==> config.mk <==
export PLATFORM = sky130hd
export DESIGN_NAME = spr_bus_arbiter_2x1
export DESIGN_NICKNAME = d
export VERILOG_FILES = /design/src/rtl/spr_arb_pkg.sv /design/src/rtl/spr_arb_watchdog.sv /design/src/rtl/spr_bus_arbiter_2x1.sv
export SDC_FILE = /design/constraint.sdc
export NUM_CORES = 1
export LEC_CHECK = 0
export CAP_MARGIN = 20
export CORE_AREA = 2 2 126 128
export CTS_CLUSTER_SIZE = 8
export DETAILED_ROUTE_END_ITERATION = 8
export DIE_AREA = 0 0 128 130
export PLACE_DENSITY = 0.51
export RECOVER_POWER = 25
export SYNTH_ARGS = -nofsm -noshare
export SYNTH_HDL_FRONTEND = slang
export SYNTH_SLANG_ARGS = --single-unit
==> constraint.sdc <==
create_clock -name clk -period 4.23 [get_ports clk]
set_clock_uncertainty 0.15 [all_clocks]
set_input_delay 0.423 -clock clk [delete_from_list [all_inputs] [get_ports clk]]
set_output_delay 0.423 -clock clk [all_outputs]
set_load 0.02 [all_outputs]
==> src/rtl/spr_arb_pkg.sv <==
// Shared types and helpers for the two-master SPR Wishbone arbiter.
package spr_arb_pkg;

  typedef enum logic [1:0] {
    IDLE = 2'd0,
    OWN0 = 2'd1,
    OWN1 = 2'd2
  } arb_state_e;

  typedef logic owner_t;

  function automatic logic [1:0] onehot_gnt(arb_state_e state);
    case (state)
      OWN0:    return 2'b01;
      OWN1:    return 2'b10;
      default: return 2'b00;
    endcase
  endfunction

endpackage

==> src/rtl/spr_arb_watchdog.sv <==
// Bus watchdog: counts stalled strobe cycles and flags expiry on the last one.
module spr_arb_watchdog #(
  parameter int unsigned TIMEOUT_CYCLES = 64
) (
  input  logic clk,
  input  logic rstn,
  input  logic run,
  input  logic clear,
  output logic expire
);

  localparam int unsigned CW = (TIMEOUT_CYCLES > 0) ? $clog2(TIMEOUT_CYCLES + 1) : 1;
  localparam logic [CW-1:0] LAST = (TIMEOUT_CYCLES > 0) ? CW'(TIMEOUT_CYCLES - 1) : '0;

  logic [CW-1:0] cnt_q, cnt_d;

  always_comb begin
    expire = (TIMEOUT_CYCLES != 0) && run && !clear && (cnt_q == LAST);
    cnt_d  = cnt_q;
    if (clear || !run || expire) begin
      cnt_d = '0;
    end else if (cnt_q != '1) begin
      cnt_d = cnt_q + 1'b1;
    end
  end

  always_ff @(posedge clk or negedge rstn) begin
    if (!rstn) begin
      cnt_q <= '0;
    end else begin
      cnt_q <= cnt_d;
    end
  end

endmodule

==> src/rtl/spr_bus_arbiter_2x1.sv <==
// Round-robin 2:1 Wishbone arbiter for the SPR target path; grant held for the CYC tenure.
module spr_bus_arbiter_2x1
  import spr_arb_pkg::*;
#(
  parameter int unsigned ADDR_WIDTH     = 32,
  parameter int unsigned DATA_WIDTH     = 32,
  parameter int unsigned TIMEOUT_CYCLES = 64
) (
  input  logic                    clk,
  input  logic                    rstn,
  input  logic                    m0_cyc,
  input  logic                    m0_stb,
  input  logic                    m0_we,
  input  logic [ADDR_WIDTH-1:0]   m0_adr,
  input  logic [DATA_WIDTH-1:0]   m0_dat_w,
  input  logic [DATA_WIDTH/8-1:0] m0_sel,
  output logic [DATA_WIDTH-1:0]   m0_dat_r,
  output logic                    m0_ack,
  output logic                    m0_err,
  input  logic                    m1_cyc,
  input  logic                    m1_stb,
  input  logic                    m1_we,
  input  logic [ADDR_WIDTH-1:0]   m1_adr,
  input  logic [DATA_WIDTH-1:0]   m1_dat_w,
  input  logic [DATA_WIDTH/8-1:0] m1_sel,
  output logic [DATA_WIDTH-1:0]   m1_dat_r,
  output logic                    m1_ack,
  output logic                    m1_err,
  output logic                    s_cyc,
  output logic                    s_stb,
  output logic                    s_we,
  output logic [ADDR_WIDTH-1:0]   s_adr,
  output logic [DATA_WIDTH-1:0]   s_dat_w,
  output logic [DATA_WIDTH/8-1:0] s_sel,
  input  logic [DATA_WIDTH-1:0]   s_dat_r,
  input  logic                    s_ack,
  input  logic                    s_err,
  output logic [1:0]              gnt,
  output logic                    timeout
);

  arb_state_e state_q, state_d;
  owner_t     last_q, last_d;

  logic req0, req1;
  logic own_cyc, own_stb;
  logic wd_run, wd_clear, wd_expire;

  assign req0 = m0_cyc & m0_stb;
  assign req1 = m1_cyc & m1_stb;

  always_comb begin
    state_d = state_q;
    last_d  = last_q;
    case (state_q)
      IDLE: begin
        if (req0 && (!req1 || last_q == 1'b1)) begin
          state_d = OWN0;
          last_d  = 1'b0;
        end else if (req1) begin
          state_d = OWN1;
          last_d  = 1'b1;
        end
      end
      OWN0:    if (!m0_cyc) state_d = IDLE;
      OWN1:    if (!m1_cyc) state_d = IDLE;
      default: state_d = IDLE;
    endcase
  end

  always_ff @(posedge clk or negedge rstn) begin
    if (!rstn) begin
      state_q <= IDLE;
      last_q  <= 1'b1;
    end else begin
      state_q <= state_d;
      last_q  <= last_d;
    end
  end

  // Watchdog sees the master's raw strobe so the forced s_stb drop cannot feed back.
  always_comb begin
    own_cyc  = 1'b0;
    own_stb  = 1'b0;
    if (state_q == OWN0) begin
      own_cyc = m0_cyc;
      own_stb = m0_stb;
    end else if (state_q == OWN1) begin
      own_cyc = m1_cyc;
      own_stb = m1_stb;
    end
    wd_run   = (state_q != IDLE) && own_stb && !s_ack && !s_err;
    wd_clear = (state_q == IDLE) || !own_stb || s_ack || s_err;
  end

  spr_arb_watchdog #(
    .TIMEOUT_CYCLES(TIMEOUT_CYCLES)
  ) u_watchdog (
    .clk   (clk),
    .rstn  (rstn),
    .run   (wd_run),
    .clear (wd_clear),
    .expire(wd_expire)
  );

  always_comb begin
    s_cyc    = own_cyc & ~wd_expire;
    s_stb    = own_stb & ~wd_expire;
    s_we     = 1'b0;
    s_adr    = '0;
    s_dat_w  = '0;
    s_sel    = '0;
    m0_dat_r = '0;
    m0_ack   = 1'b0;
    m0_err   = 1'b0;
    m1_dat_r = '0;
    m1_ack   = 1'b0;
    m1_err   = 1'b0;
    case (state_q)
      OWN0: begin
        s_we     = m0_we;
        s_adr    = m0_adr;
        s_dat_w  = m0_dat_w;
        s_sel    = m0_sel;
        m0_dat_r = s_dat_r;
        m0_ack   = s_ack;
        m0_err   = s_err | wd_expire;
      end
      OWN1: begin
        s_we     = m1_we;
        s_adr    = m1_adr;
        s_dat_w  = m1_dat_w;
        s_sel    = m1_sel;
        m1_dat_r = s_dat_r;
        m1_ack   = s_ack;
        m1_err   = s_err | wd_expire;
      end
      default: ;
    endcase
    gnt     = onehot_gnt(state_q);
    timeout = wd_expire;
  end

endmodule

## Word level (Yosys, flattened, before mapping)

Index checks and enable logic that the tools add are counted.

| word-level totals | value |
|---|---|
| bits in registers | 10 |
| output and inout port bits | 142 |
| logic and storage cells | 65 |

| cells by class | value |
|---|---|
| $add $sub $neg | 1 |
| equality and inequality tests | 7 |
| muxes and demuxes | 24 |
| bitwise operators | 6 |
| reductions and logical operators | 24 |

Operator list:

| operator | count |
|---|---|
| 32-bit one-hot mux with 2 select lines | 2 |
| 32-bit two-way mux | 2 |
| 7-bit two-way mux | 2 |
| 1-bit two-way mux | 10 |
| 2-bit two-way mux | 4 |
| 4-bit one-hot mux with 2 select lines | 1 |
| 7-bit by 1-bit adder with 7-bit output, second input constant | 1 |
| 7-bit by 6-bit equality test with 1-bit output, second input constant | 1 |
| 7-bit != test, second input constant | 1 |
| 1-bit logical AND | 6 |
| 1-bit logical NOT | 6 |
| 1-bit logical OR | 6 |
| 2-bit one-hot mux with 3 select lines | 1 |
| 2-bit nonzero test | 3 |
| 1-bit AND | 4 |
| 2-bit != test, second input constant | 2 |
| 2-bit one-hot mux with 2 select lines | 1 |
| 3-bit != test, second input constant | 1 |
| 3-bit AND reduction | 1 |
| 2-bit by 1-bit equality test with 1-bit output, second input constant | 1 |
| 2-bit equality test, second input constant | 1 |
| 2-bit logical NOT | 1 |
| 1-bit one-hot mux with 2 select lines | 1 |
| 2-bit AND reduction | 1 |
| 2 further kinds | 2 |

## Depth between registers and ports, before layout

Gate-level depths: netlist (run 1).

| logic depth | value |
|---|---|
| depth after elaboration | 12 |
| gate-level depth with buffers | 8 |
| mapped depth without buffers | 5 |

## Cells and area by module

Synthesis (run 1) repeated with hierarchy kept, for this count alone.

| second synthesis, totals | value |
|---|---|
| cell total of the unflattened synthesis | 304 |
| area, all modules | 2,153.3 um^2 |

By module, submodules not included:

| module | times used | cells each | area an instance (um^2) | seq. area each (um^2) |
|---|---|---|---|---|
| spr_bus_arbiter_2x1 | 1 | 266 | 1,790.5 | 76.3 |
| spr_arb_watchdog | 1 | 38 | 362.8 | 175.2 |

## Least setup slack after synthesis (run 1)

OpenSTA, ideal clock, no wires.

| timing path | value |
|---|---|
| path type | flip-flop to output port |
| start point | reg state_q[1] |
| end point | out timeout |
| arrival time | 1.698 ns |
| slack | 1.959 ns |
| stages on the path, launching flop included | 7 |
| path buffers | 1 |
| path through | dfrtp_1 > inv_1 > ha_1 > buf_6 > and3b_1 > o21ai_4 > nor3_1 |

| on the way | value |
|---|---|
| longest elaborated chain between the ends | 10 |

RTL lines:

| element | RTL line | RTL |
|---|---|---|
| from (decl) | spr_bus_arbiter_2x1.sv:42 | `arb_state_e state_q, state_d;` |
| from (signal assigned) | spr_bus_arbiter_2x1.sv:76 | `state_q <= state_d;` |
| 2-bit equality test | spr_bus_arbiter_2x1.sv:88 | `end else if (state_q == OWN1) begin` |
| 1-bit two-way mux | spr_bus_arbiter_2x1.sv:88 |  |
| 1-bit two-way mux | spr_bus_arbiter_2x1.sv:85 | `if (state_q == OWN0) begin` |
| 1-bit logical NOT | spr_bus_arbiter_2x1.sv:93 | `wd_clear = (state_q == IDLE) \|\| !own_stb \|\| s_ack \|\| s_err;` |
| 1-bit logical OR (3 in a row) | spr_bus_arbiter_2x1.sv:93 |  |
| 1-bit logical NOT | spr_arb_watchdog.sv:18 | `expire = (TIMEOUT_CYCLES != 0) && run && !clear && (cnt_q == LAST);` |
| 1-bit logical AND (*) (2 in a row) | spr_arb_watchdog.sv:18 |  |
| to (decl) | spr_bus_arbiter_2x1.sv:39 | `output logic timeout` |

Mark *: on every way between the ends. The rest lies on a longest branch, timed or not.

## Final worst setup path (run 1)

| timing path | value |
|---|---|
| start point | reg state_q[0] |
| end point | out s_dat_w[18] |

| on the way | value |
|---|---|
| longest elaborated chain between the ends | 2 |

RTL lines:

| element | RTL line | RTL |
|---|---|---|
| 2-bit equality test / 2-bit by 1-bit equality test with 1-bit output (equally long branches) | spr_bus_arbiter_2x1.sv:119 | `case (state_q)` |
| 32-bit one-hot mux with 2 select lines (*) | spr_bus_arbiter_2x1.sv:119 |  |
| to (decl) | spr_bus_arbiter_2x1.sv:33 | `output logic [DATA_WIDTH-1:0] s_dat_w,` |

Marked as above.

==> flow_summary.yaml, run 1 <==
run_status:
  status: "finished, final reports clean"
grt:
  grt_max_degree: 52
  grt_pass1_wl_um: 20900
  first_global_vias: 3501
  grt_antenna_before_repair: 0
  grt_overflow_total: 0
  grt_use_total: 0.161
cts:
  postCtsSetupBuffers: 0
  cts_buffers: 3
  cts_tree: "built"
  htreeDepth: 1
  clk_pin_slew_worst_paths_ns: 0.04
  clockBufferDepth: 2
  clock-sinks: 10
  postCtsResizedCells: 0
  clk_latency_ns: 0.24
  root_buffer: "clkbuf_16"
  cts_hold_buffers: 0
power:
  ir_drop_uv: 176
  clkPwrFrac: 0.063
  combPwrFrac: 0.890
  internal_power_uw: 1380
  p_seq_frac: 0.047
  p_leak_uw: 0.00199
  p_switching_uw: 1330
  powerDensity_mw_per_mm2: 481
  netSwitchingFraction: 0.491
floorplanning:
  die_w_um: 128
  die-area_mm2: 0.0166
  die_y_um: 130
  core_mm2: 0.0154
  start_util: 0.145
  num_io_pins: 320
  rows: 46
sta:
  fmax_ghz: 0.276
  maxSlewHeadroom: 0.445
  max_slew.worst_pin.slew_ns: 0.832
  timing.final.crit_share: 0.855
  rsz0062_at_grt: "no"
  fin_crit_ns: 3.62
  finalHoldViolCount: 0
  setup_slack_ns: 0.612
  fin_setup_tns_ns: 0
  drv_slew: 0
  setup_viol: 0
final_layout:
  layout_common_cells: "299 x clkdlybuf4s50_1, 69 x a22oi_1, 69 x nor2b_1"
  mostFrequentLayoutCell: "clkdlybuf4s50_1"
  syn2layout_area_growth_pct: 151
  register_area_um2: 251
  multi_input_area_mm2: 0.00180
  diodes: 0
  drive_above_1_share: 0.0331
  fillers: 1616
  nNetsFinal: 789
drt:
  routed_wl_um: 14600
  ant_nets: 0
  drc: 0
  dr.pass1.iters: 4
  num_vias: 3543
  first_iter_violations: 167
  wire_per_inst_um: 18.3
  vias_per_cell: 4.45
placement:
  hpwl_um: 12300
  pre_cts_ws_ns: 1.21
  io_buffers: 319
  place_congestion: 0.887
flow_run:
  cap_violations: 0
worst_setup_path:
  critPathSlowestCell: "ha_1"
  crit_path_end: "s_dat_w[18]"
  reg2reg_from: "state_q[0]"
  crit_chain: "inv_1 > ha_1 > buf_4 > a22oi_1 > nor2b_1 > clkdlybuf4s50_1"
  worst_path_largest_cell_delay_ns: 0.71
  startpoint_type: "register"
  critPathCaptureType: "primary output"
  cp.arrival_ns: 3.04
  r2r_end: "state_q[1]"
  crit_required_ns: 3.66
  crit_family: "buffers and inverters"
  crit_type: "reg -> out"
  cp_max_fo: 41
  reg2reg_depth: 6
  cp-startpoint: "state_q[0]"
  reg2reg_slack_ns: 1.63
  cp.depth: 6
  path_buf_inv: 3
synth:
  syn_nets: 492
  synth-seq-cells: 10
  postSynthAreaPerCell_um2: 7.25
  ys_seq_area_frac: 0.112
  synth.distinct_cells: 42
  yosysWarnings: 0
  synthCells: 309
  synth_area_mm2: 0.00224
min_path:
  hp-class: "reg -> reg"
==> layer usage <==
metal	share of wire	track usage	vias up	wire length (um)
met3	0.085	0.0426	4	1240
met4	0.0043	0.0136	0	63
met5	0	0	-	0
met1	0.37	0.169	1683	5320
li1	-	-	1683	-
met2	0.55	0.332	173	7940
==> flip-flops by register name, indices dropped and copies added, names as in the netlist <==
register          flops
u_watchdog.cnt_q      7
state_q               2
last_q                1
==> tightest hold or removal path, cell delays in order (launching register included) <==
cell	delay (ns)
dfstp_2	0.37
nand2_1	0.05
o21ai_0	0.07
==> final cells by class <==
cell class                 count  share of cell area
clock buffer                   4              0.0140
sequential                    10              0.0447
inverter                       6             0.00400
multi-input combinational    261               0.320
timing repair buffer         324               0.574
tap                          192              0.0427
==> cells in the mapped netlist, drive strengths merged <==
cell,number,area share
nor2b,69,0.19
nor4,1,0.0056
nand3,2,0.0045
and4,1,0.0050
nor2,5,0.0084
and2,69,0.19
and3b,1,0.0039
nor4b,2,0.0078
buf,9,0.029
nor3,2,0.0067
ha,5,0.028
nand2,8,0.017
clkbuf,23,0.039
a21oi,5,0.011
a2111oi,2,0.019
a21boi,1,0.0034
a22o,1,0.0039
a21o,1,0.0039
a21bo,1,0.0045
o31a,1,0.0045
o32ai,1,0.0039
o21ai,4,0.014
nand4b,1,0.0039
a22oi,69,0.23
inv,6,0.010
and3,1,0.0028
a311o,1,0.0045
dfstp,1,0.012
nand4,2,0.0056
o41ai,1,0.0073
a311oi,1,0.0039
dfrtp,9,0.10
a2bb2oi,1,0.0039
a31oi,1,0.0028
o21a,1,0.0034
==> how the worst min path moves through the flow <==
stage,start,to,slack [ns],cells past startpoint
3_3_place_gp,last_q,last_q,0.35,2
4_1_cts,last_q,last_q,0.35,2
2_1_floorplan,rstn,state_q[0],-0.02,0
3_5_place_dp,last_q,last_q,0.34,2
5_1_grt,last_q,last_q,0.39,2
6_report,last_q,last_q,0.35,2
==> kinds of logic after synthesis <==
logic type      count (synthesis)  synth area share
fa+ha+maj                       5            0.0279
simple gates                  164             0.457
buf+inv                        38            0.0777
flops                          10             0.112
compound gates                 92             0.325
==> stage by stage <==
stage / instance area [um^2] / hold slack [ns] / utilization / power [uW] / std cells
2_1_floorplan: 2240 / -0.0226 / - / 1470 / 309
3_3_place_gp: 5590 / 0.345 / 0.362 / 2600 / 793
3_5_place_dp: 5590 / 0.340 / 0.362 / 2600 / 793
4_1_cts: 5670 / 0.355 / 0.367 / 2780 / 797
5_1_grt: 5630 / 0.388 / 0.365 / 2880 / 797
6_report: 5630 / 0.351 / 0.365 / 2710 / 797
==> power by group through the flow <==
stage               combinational [uW]  sequential [uW]  clock [uW]
floorplan                         1350              123           0
global placement                  2470              128           0
detailed placement                2470              130           0
CTS                               2480              129         174
global route                      2570              129         180
finish                            2410              127         172
No activity file was read; power rests on OpenSTA's default activity.
==> run 2: changes to the inputs <==
- SLEW_MARGIN: not set -> 20
==> results of run 2 <==
The final DEF is identical to that of run 1; final timing and power are the same.
